[src/rtl/lsu_pkg.sv]
// Shared definitions for the load/store unit.
//   - access size encodings (log2 of the byte count)
//   - response error codes returned to WBU
//   - FSM state encoding
//   - byte-enable mask helper for a given access size
package lsu_pkg;

    // Access size: log2 of the number of bytes moved.
    localparam logic [1:0] SZ_B = 2'd0;
    localparam logic [1:0] SZ_H = 2'd1;
    localparam logic [1:0] SZ_W = 2'd2;
    localparam logic [1:0] SZ_D = 2'd3;

    // Result status reported alongside rsp_rdata.
    localparam logic [1:0] ERR_OK    = 2'd0;
    localparam logic [1:0] ERR_MISAL = 2'd1;
    localparam logic [1:0] ERR_BUS   = 2'd2;

    typedef enum logic [2:0] {
        IDLE,
        MISAL,
        BUSREQ,
        BUSWAIT,
        RESP
    } lsu_state_e;

    // Unshifted byte-enable mask for an access of the given size
    // (bit 0 = lowest byte of the access).
    function automatic logic [7:0] size_byte_mask(input logic [1:0] size);
        logic [7:0] mask;
        unique case (size)
            SZ_B:    mask = 8'h01;
            SZ_H:    mask = 8'h03;
            SZ_W:    mask = 8'h0F;
            default: mask = 8'hFF;
        endcase
        return mask;
    endfunction

endpackage : lsu_pkg

[src/rtl/lsu_load_align.sv]
// Purely combinational read-data alignment for the load/store unit.
// Shifts the full bus word down to the addressed byte lane, keeps the
// bytes covered by the access size and sign- or zero-extends to XLEN.
//
// Ports:
//   bus_rdata  in  BUS_W  full bus word returned by memory
//   off        in  OFF_W  byte offset of the access within the bus word
//   size       in  2      log2 access bytes (SZ_B..SZ_D)
//   sext       in  1      1 = sign-extend, 0 = zero-extend
//   load_data  out XLEN   aligned and extended load result
module lsu_load_align
    import lsu_pkg::*;
#(
    parameter int XLEN  = 64,
    parameter int BUS_W = 64,
    parameter int OFF_W = $clog2(BUS_W / 8)
) (
    input  logic [BUS_W-1:0] bus_rdata,
    input  logic [OFF_W-1:0] off,
    input  logic [1:0]       size,
    input  logic             sext,
    output logic [XLEN-1:0]  load_data
);

    logic [BUS_W-1:0] shifted;
    logic [XLEN-1:0]  raw;
    logic [XLEN-1:0]  keep;
    logic             sign;

    // NOTE: every signal assigned in an always_comb gets a default at the top
    // of the block so no path leaves it unassigned and no latch is inferred.
    always_comb begin
        shifted = bus_rdata >> {off, 3'b000};
        raw     = XLEN'(shifted);
        keep    = '1;
        sign    = raw[XLEN-1];
        unique case (size)
            SZ_B: begin
                keep = XLEN'(64'h0000_0000_0000_00FF);
                sign = raw[7];
            end
            SZ_H: begin
                keep = XLEN'(64'h0000_0000_0000_FFFF);
                sign = raw[15];
            end
            SZ_W: begin
                keep = XLEN'(64'h0000_0000_FFFF_FFFF);
                sign = raw[31];
            end
            default: begin
                // Doubleword: all XLEN bits kept, so extension is a pass-through.
                keep = '1;
                sign = raw[XLEN-1];
            end
        endcase
        load_data = (sext && sign) ? (raw | ~keep) : (raw & keep);
    end

endmodule : lsu_load_align

[src/rtl/lsu_unit.sv]
// Handshaked load/store unit between EXU and the data-memory bus.
// One transaction at a time: accept from EXU, build a lane-aligned bus
// request (or flag a misaligned access without touching the bus), wait for
// the bus response, extract/extend read data and hand the result to WBU.
//
// Ports:
//   clk, rst                 clock, synchronous active-high reset
//   req_*                    EXU request (valid/ready, wen, addr, wdata, size, sext)
//   bus_req_*                bus request (valid/ready, wen, aligned addr, wdata, wmask)
//   bus_rsp_*                bus response (valid/ready, rdata, err)
//   rsp_*                    WBU result (valid/ready, rdata, err code)
module lsu_unit
    import lsu_pkg::*;
#(
    parameter int XLEN   = 64,
    parameter int BUS_W  = 64,
    parameter int ADDR_W = 64
) (
    input  logic                 clk,
    input  logic                 rst,

    input  logic                 req_valid,
    output logic                 req_ready,
    input  logic                 req_wen,
    input  logic [ADDR_W-1:0]    req_addr,
    input  logic [XLEN-1:0]      req_wdata,
    input  logic [1:0]           req_size,
    input  logic                 req_sext,

    output logic                 bus_req_valid,
    input  logic                 bus_req_ready,
    output logic                 bus_req_wen,
    output logic [ADDR_W-1:0]    bus_req_addr,
    output logic [BUS_W-1:0]     bus_req_wdata,
    output logic [BUS_W/8-1:0]   bus_req_wmask,

    input  logic                 bus_rsp_valid,
    output logic                 bus_rsp_ready,
    input  logic [BUS_W-1:0]     bus_rsp_rdata,
    input  logic                 bus_rsp_err,

    output logic                 rsp_valid,
    input  logic                 rsp_ready,
    output logic [XLEN-1:0]      rsp_rdata,
    output logic [1:0]           rsp_err
);

    localparam int NB    = BUS_W / 8;
    localparam int OFF_W = $clog2(NB);
    // Doubleword accesses need both a 64-bit register file and a 64-bit bus.
    localparam bit DW_OK = (XLEN == 64) && (BUS_W == 64);

    lsu_state_e state, state_nxt;

    // Captured request.
    logic              cap_wen;
    logic [ADDR_W-1:0] cap_addr;
    logic [XLEN-1:0]   cap_wdata;
    logic [1:0]        cap_size;
    logic              cap_sext;

    // Registered result presented in RESP.
    logic [XLEN-1:0]   rsp_data_q;
    logic [1:0]        rsp_err_q;

    // ------------------------------------------------------------------
    // Request-side misalignment check (evaluated on the incoming request)
    // ------------------------------------------------------------------
    logic [2:0] align_mask;
    logic       req_misal;

    always_comb begin
        align_mask = 3'b000;
        unique case (req_size)
            SZ_B:    align_mask = 3'b000;
            SZ_H:    align_mask = 3'b001;
            SZ_W:    align_mask = 3'b011;
            default: align_mask = 3'b111;
        endcase
        req_misal = (|(req_addr[2:0] & align_mask)) || ((req_size == SZ_D) && !DW_OK);
    end

    // ------------------------------------------------------------------
    // Lane computation from the captured request
    // ------------------------------------------------------------------
    logic [OFF_W-1:0]  cap_off;
    logic [NB-1:0]     lane_mask;
    logic [BUS_W-1:0]  lane_wdata;
    logic [ADDR_W-1:0] lane_addr;
    logic [XLEN-1:0]   load_data;

    assign cap_off    = cap_addr[OFF_W-1:0];
    assign lane_mask  = NB'(size_byte_mask(cap_size)) << cap_off;
    assign lane_wdata = BUS_W'(cap_wdata) << {cap_off, 3'b000};
    assign lane_addr  = cap_addr & ~ADDR_W'(NB - 1);

    lsu_load_align #(
        .XLEN  (XLEN),
        .BUS_W (BUS_W),
        .OFF_W (OFF_W)
    ) u_load_align (
        .bus_rdata (bus_rsp_rdata),
        .off       (cap_off),
        .size      (cap_size),
        .sext      (cap_sext),
        .load_data (load_data)
    );

    // ------------------------------------------------------------------
    // FSM: state register
    // ------------------------------------------------------------------
    // NOTE: sequential state is written with non-blocking assignments so every
    // flop samples values from before the clock edge, independent of block order.
    always_ff @(posedge clk) begin
        if (rst) begin
            state <= IDLE;
        end else begin
            state <= state_nxt;
        end
    end

    // ------------------------------------------------------------------
    // FSM: next-state logic
    // ------------------------------------------------------------------
    always_comb begin
        state_nxt = state;
        unique case (state)
            IDLE:    if (req_valid)     state_nxt = req_misal ? MISAL : BUSREQ;
            MISAL:                      state_nxt = RESP;
            BUSREQ:  if (bus_req_ready) state_nxt = BUSWAIT;
            BUSWAIT: if (bus_rsp_valid) state_nxt = RESP;
            RESP:    if (rsp_ready)     state_nxt = IDLE;
            default:                    state_nxt = IDLE;
        endcase
    end

    // ------------------------------------------------------------------
    // FSM: outputs (all driven from state and registered data only)
    // ------------------------------------------------------------------
    always_comb begin
        req_ready     = 1'b0;
        bus_req_valid = 1'b0;
        bus_req_wen   = 1'b0;
        bus_req_addr  = '0;
        bus_req_wdata = '0;
        bus_req_wmask = '0;
        bus_rsp_ready = 1'b0;
        rsp_valid     = 1'b0;
        rsp_rdata     = '0;
        rsp_err       = ERR_OK;
        unique case (state)
            IDLE: req_ready = 1'b1;
            BUSREQ: begin
                bus_req_valid = 1'b1;
                bus_req_wen   = cap_wen;
                bus_req_addr  = lane_addr;
                // Loads present no write lanes at all.
                if (cap_wen) begin
                    bus_req_wdata = lane_wdata;
                    bus_req_wmask = lane_mask;
                end
            end
            BUSWAIT: bus_rsp_ready = 1'b1;
            RESP: begin
                rsp_valid = 1'b1;
                rsp_rdata = rsp_data_q;
                rsp_err   = rsp_err_q;
            end
            default: ;
        endcase
    end

    // ------------------------------------------------------------------
    // Datapath registers
    // ------------------------------------------------------------------
    // NOTE: the capture and result registers are plain flops, not a memory
    // array, so they are all cleared by reset and nothing stale leaks out.
    always_ff @(posedge clk) begin
        if (rst) begin
            cap_wen    <= 1'b0;
            cap_addr   <= '0;
            cap_wdata  <= '0;
            cap_size   <= SZ_B;
            cap_sext   <= 1'b0;
            rsp_data_q <= '0;
            rsp_err_q  <= ERR_OK;
        end else begin
            if ((state == IDLE) && req_valid) begin
                cap_wen   <= req_wen;
                cap_addr  <= req_addr;
                cap_wdata <= req_wdata;
                cap_size  <= req_size;
                cap_sext  <= req_sext;
            end
            if (state == MISAL) begin
                rsp_data_q <= '0;
                rsp_err_q  <= ERR_MISAL;
            end
            if ((state == BUSWAIT) && bus_rsp_valid) begin
                // Stores and failed accesses return zero data.
                rsp_data_q <= (bus_rsp_err || cap_wen) ? '0 : load_data;
                rsp_err_q  <= bus_rsp_err ? ERR_BUS : ERR_OK;
            end
        end
    end

endmodule : lsu_unit

[config.mk]
export PLATFORM = sky130hd
export DESIGN_NAME = lsu_unit
export DESIGN_NICKNAME = d
export VERILOG_FILES = /design/src/rtl/lsu_pkg.sv /design/src/rtl/lsu_load_align.sv /design/src/rtl/lsu_unit.sv
export SDC_FILE = /design/constraint.sdc
export NUM_CORES = 1
export LEC_CHECK = 0
export BUFFER_PORTS_ARGS = -buffer_cell sky130_fd_sc_hd__buf_2
export CORE_AREA = 2 2 157 159
export CTS_BUF_LIST = sky130_fd_sc_hd__clkbuf_8 sky130_fd_sc_hd__clkbuf_16
export DETAILED_ROUTE_END_ITERATION = 6
export DIE_AREA = 0 0 159 161
export PLACE_DENSITY = 0.9
export SYNTH_ARGS = -nofsm -noshare
export SYNTH_HDL_FRONTEND = slang
export SYNTH_SLANG_ARGS = --single-unit
export TNS_END_PERCENT = 20
[constraint.sdc]
create_clock -name clk -period 2 [get_ports clk]
set_input_delay 0.1 -clock clk [delete_from_list [all_inputs] [get_ports clk]]
set_output_delay 0.1 -clock clk [all_outputs]
set_load 0.005 [all_outputs]
### Word-level counts from Yosys, hierarchy flattened

Index checks and enable logic that the tools add are counted.
W data, S select, Z words.

* register bits: 201

* shift-type cells: 3
* multiplexer cells: 29
* eq/ne operators: 12
* reduce and logical (&&, ||, !) cells: 10
* bitwise operators: 4

Operators by type and width (number)
* $mux W64: 8
* $pmux W64 S3: 1
* $and A64 B64 Y64: 1
* $not A64 Y64: 1
* $or A64 B64 Y64: 1
* $shl A64 B6 Y64: 1
* $shr A64 B6 Y64: 1
* $pmux W8 S3: 1
* $mux W8: 2
* $pmux W3 S5: 1
* $mux W3: 4
* $mux W2: 5
* $pmux W3 S3: 1
* $ne A2 B2 Y1 const B: 4
* $shl A8 B3 Y8: 1
* $eq A3 B2 Y1 const B: 2
* $mux W1: 5
* $eq A2 B1 Y1 const B: 2
* $eq A2 B2 Y1 const B: 2
* $logic_not A2 Y1: 2
* $reduce_and A4 Y1: 1
* $and A3 B3 Y3: 1
* $eq A3 B1 Y1 const B: 1
* $eq A3 B3 Y1 const B: 1
* other kinds (6): 8

### Logic depth before layout (Yosys ltp)

* word-level depth: 7
* depth in mapped cells: 9
* depth with buffers taken out: 5

### Cells and area by module

A second synthesis with hierarchy kept.

* cell total of the unflattened synthesis: 1608
* area, all modules: 12741.0 µm²

By module, submodules not included
* lsu_unit: seq. area each 4023.9 µm², area each 10502.6 µm², times used 1, cells each 1272
* lsu_load_align: seq. area each 0.0 µm², area each 2238.4 µm², times used 1, cells each 336

### Least setup slack after synthesis

Ideal clock, no wire load.

* path kind: register -> register
* start: register cap_addr[1]
* end: register rsp_data_q[0]
* data required time: 1872 ps
* buffers on the path: 3
* arrival: 1670 ps
* clock period less this slack: 1797 ps
* path slack: 203 ps
* stages on the path, launching flop included: 8
* cells stage by stage: dfxtp_1 -> buf_4 -> buf_6 -> buf_2 -> mux4_2 -> mux2_1 -> a22oi_1 -> nor2_1

* cells in the longest elaborated chain, start to end: 6

RTL lines
* start: declaration: RTL line lsu_unit.sv:57 `logic [ADDR_W-1:0] cap_addr;`
* start signal: assignment: RTL line lsu_unit.sv:190 `cap_addr <= req_addr;`
* $shr A64 B6 Y64 *: RTL line lsu_load_align.sv:33 `shifted = bus_rdata >> {off, 3'b000};`
* $pmux W1 S3: RTL line lsu_load_align.sv:37 `unique case (size)`
* $logic_and A1 B1 Y1: RTL line lsu_load_align.sv:56 `load_data = (sext && sign) ? (raw | ~keep) : (raw & keep);`
* $mux W64 *: RTL line lsu_load_align.sv:56
* $mux W64 *: RTL line lsu_unit.sv:201 `rsp_data_q <= (bus_rsp_err || cap_wen) ? '0 : load_data;`
* $mux W64 *: RTL line lsu_unit.sv:199 `if ((state == BUSWAIT) && bus_rsp_valid) begin`
* end signal: assignment: RTL line lsu_unit.sv:201
* end: declaration: RTL line lsu_unit.sv:63 `logic [XLEN-1:0] rsp_data_q;`

Mark *: on every way between the ends. The rest lies on a longest branch, timed or not.
A chain may end at the register's enable or synchronous reset.

### Worst setup path after layout

* start: register cap_addr[0]
* end: output bus_req_wdata[58]

* cells in the longest elaborated chain, start to end: 3

RTL lines
* $shl A64 B6 Y64: RTL line lsu_unit.sv:94 `assign lane_wdata = BUS_W'(cap_wdata) << {cap_off, 3'b000};`
* $mux W64: RTL line lsu_unit.sv:158 `if (cap_wen) begin`
* $mux W64: RTL line lsu_unit.sv:151 `unique case (state)`
* end: declaration: RTL line lsu_unit.sv:34 `output logic [BUS_W-1:0] bus_req_wdata,`

Every way passes these cells.

==> results.sh <==
export IMPL_die_x_um=159
export IMPL_ff2ff_setup_slack_ns=-0.18
export IMPL_wl_per_cell_um=24.9
export IMPL_finClkSkew_ns=0.0288
export IMPL_drt_drc_violations_left=34
export IMPL_antenna_found_initial=9
export IMPL_startpoint_type="flip-flop"
export IMPL_slowest_delay_ns=0.37
export IMPL_ff2ff_path_depth=9
export IMPL_finalCriticalPeriod_ns=2.29
export IMPL_dieArea_um2=25600
export IMPL_intPower_w=0.00921
export IMPL_vias=15837
export IMPL_yosys_warnings=0
export IMPL_critical_path_class="reg2out"
export IMPL_slew_headroom=0.311
export IMPL_holdPathStages=5
export IMPL_crit_arrival_ns=2.19
export IMPL_htreeDepth=1
export IMPL_preCtsSetupSlack_ns=0.0611
export IMPL_ant_nets=0
export IMPL_seq_power_share=0.332
export IMPL_track_usage=0.402
export IMPL_setup_viol_count_final=107
export IMPL_cp_required_ns=1.90
export IMPL_grt_ovfl_total=0
export IMPL_violations="design-rule violations, negative setup slack"
export IMPL_hold_violations=0
export IMPL_worst_path_stages=8
export IMPL_dp_cells=2181
export IMPL_cp_end_kind="primary output"
export IMPL_drt_pass1_iter_count=7
export IMPL_fin_util=0.776
export IMPL_drive_gt1_frac=0.381
export IMPL_clk_pin_slew_ns=0.07
export IMPL_ys_ff_latch=201
export IMPL_area_delta_synth_final_pct=54.5
export IMPL_chipHeight_um=161
export IMPL_clk_insertion_delay_late_ns=0.53
export IMPL_placementRows=57
export IMPL_path_delay_family="compound AO/OA/AOI/OAI gates"
export IMPL_cts_tree="done"
export IMPL_ys_seq_area_frac=0.334
export IMPL_coreArea_um2=24000
export IMPL_final_cell_mix="buf_2 (405), nand2_1 (345), dfxtp_1 (195)"
export IMPL_min_path_type="in2reg"
export IMPL_initial_utilization=0.502
export IMPL_status="finished with violations"
export IMPL_grt_pass1_vias=14592
export IMPL_p_sw_frac=0.349
export IMPL_ios=410
export IMPL_fmax_ghz=0.437
export IMPL_grt_max_degree=86
export IMPL_power_switching_w=0.00493
export IMPL_path_max_fanout=15
export IMPL_grt_first_pass_wirelength_um=82200
export IMPL_power_total_w=0.0141
export IMPL_clockPowerShare=0.328
export IMPL_min_period_over_period=1.14
export IMPL_p_comb_frac=0.340
export IMPL_synth_cell_types=60
export IMPL_p_leak_nw=8.37
export IMPL_syn_avg_cell_area_um2=7.90
export IMPL_clk_path_buf_depth=3
export IMPL_drt_total_wl_um=60500
export IMPL_maxCapViolCount=0
export IMPL_hpwl_um=33700
export IMPL_clock_sinks=201
export IMPL_setup_ws_ns=-0.287
export IMPL_power_density_nw_per_um2=760
export IMPL_drt_iter0_drc=2576
export IMPL_numCtsBuffers=23
export IMPL_final_common_cell="buf_2"
export IMPL_stdcell_count=2427
export IMPL_syn_area_um2=12000
export IMPL_gp_congestion=1.00
export IMPL_crit_chain="buf_12, buf_12, buf_16, a211oi_1, a211oi_1, a21oi_1, nor2_1, buf_2"
export IMPL_syn_inst=1524
export IMPL_hold_slack_ns=0.0790
export IMPL_max_vdd_ir_drop_mv=0.809
export IMPL_fin_nets=2283
export IMPL_io_buffers=406
export IMPL_cp_num_buf_inv=4
export IMPL_rsz0062_at_grt="yes"
export IMPL_slew_violations=0
export IMPL_vias_per_cell=6.53
export IMPL_cts_root_buf="clkbuf_16"
export IMPL_tightest_slew_ns=1.03
export IMPL_slowest_stage="dfxtp_4"
-- stage by stage --
stage	TNS [ns]	instance area, um^2
2_1_floorplan	0	12000
6_report	-13.93	18600
3_5_place_dp	0	14500
3_3_place_gp	0	14500
4_1_cts	-4.13	17400
5_1_grt	-19.03	18600
-- worst min-delay path, stage by stage --
cell and delay [ns]:
buf_2 0.14, mux2i_1 0.10, nor2_1 0.09, a21oi_1 0.06
nand3_2 0.06
-- final cells by class --
class | instances | area [um^2]
Antenna cell | 7 | 17.5
Clock buffer | 28 | 644
Clock inverter | 13 | 174
Fill cell | 1379 | 5370
Inverter | 10 | 61.3
Multi-Input combinational cell | 1171 | 8120
Sequential cell | 201 | 4040
Tap cell | 324 | 405
Timing Repair Buffer | 673 | 5130
-- flip-flops by register name, summed over array words and instances, names as in the netlist --
name,cells
cap_wdata,64
cap_addr,64
cap_sext,1
cap_size,2
rsp_data_q,64
state,3
rsp_err_q,2
cap_wen,1
-- power by group through the flow --
stage,registers (W),clock network [W],logic [W]
floorplan,0.00455,0,0.00225
global placement,0.00465,0,0.00324
detailed placement,0.00467,0,0.00330
CTS,0.00459,0.00461,0.00387
global route,0.00470,0.00478,0.00500
finish,0.00469,0.00464,0.00481
-- layer usage --
layer / track usage / vias to the layer above / wire (um)
met5: 0 / - / 23
met4: 0.259 / 4 / 5880
met3: 0.109 / 553 / 8520
met2: 0.662 / 1623 / 26600
li1: - / 6451 / -
met1: 0.466 / 7206 / 19500
-- worst paths after layout --
kind	from	end
max	cap_addr[0]$_SDFFE_PP0P_	bus_req_wdata[58]
min reg2reg	cap_addr[54]$_SDFFE_PP0P_	cap_addr[54]$_SDFFE_PP0P_
max reg2reg	cap_addr[0]$_SDFFE_PP0P_	rsp_data_q[53]$_SDFFE_PP0P_
min	bus_rsp_rdata[51]	rsp_data_q[51]$_SDFFE_PP0P_
-- logic make-up (layout without fill, tap and decap cells) --
kind of cell | count (synthesis) | in the layout | synth area share
AO/OA/AOI/OAI | 348 | 348 | 0.176
buffers and inverters | 154 | 724 | 0.0652
flip-flops | 201 | 201 | 0.334
multiplexers | 159 | 159 | 0.160
other | 1 | 10 | 0.000312
AND/OR/NAND/NOR | 661 | 661 | 0.264
-- synthesized netlist by cell type (all sizes together) --
master     n  share of area
nand2    355           0.11
dfxtp    201           0.33
a21oi    188          0.078
mux2i    110          0.091
and2      86          0.045
nor2      81          0.025
clkbuf    77          0.024
and3      76          0.039
buf       67          0.038
o21ai     45          0.019
a22oi     27          0.017
nand3     26          0.020
mux2      25          0.023
mux4      24          0.045
a211oi    19          0.012
nor2b     14         0.0073
o211ai    13          0.010
a32oi     12         0.0094
a221oi     9         0.0065
inv        9         0.0030
o22ai      9         0.0047
o31ai      9         0.0068
nor3       8         0.0042
o22a       8         0.0058
and4       3         0.0022
a2111oi    2         0.0031
a31oi      2         0.0010
nand4bb    2         0.0019
o2111ai    2         0.0015
or3b       2         0.0015
a21o       1        0.00062
a2bb2oi    1        0.00073
and4b      1        0.00083
and4bb     1         0.0010
clkinv     1        0.00031
conb       1        0.00031
nand2b     1        0.00052
nand3b     1        0.00062
nor3b      1        0.00062
nor4       1        0.00052
o21a       1        0.00062
or4        1        0.00062
or4b       1         0.0011
-- timing repair --
action,CTS,global route
gates cloned,8,9
gates resized for setup,89,160
hold buffers,144,0
hold endpoints to repair,142,0
pin swaps,15,35
setup buffers,10,27
endpoints found under the setup margin,136,255
No activity file was read; power rests on OpenSTA's default activity.
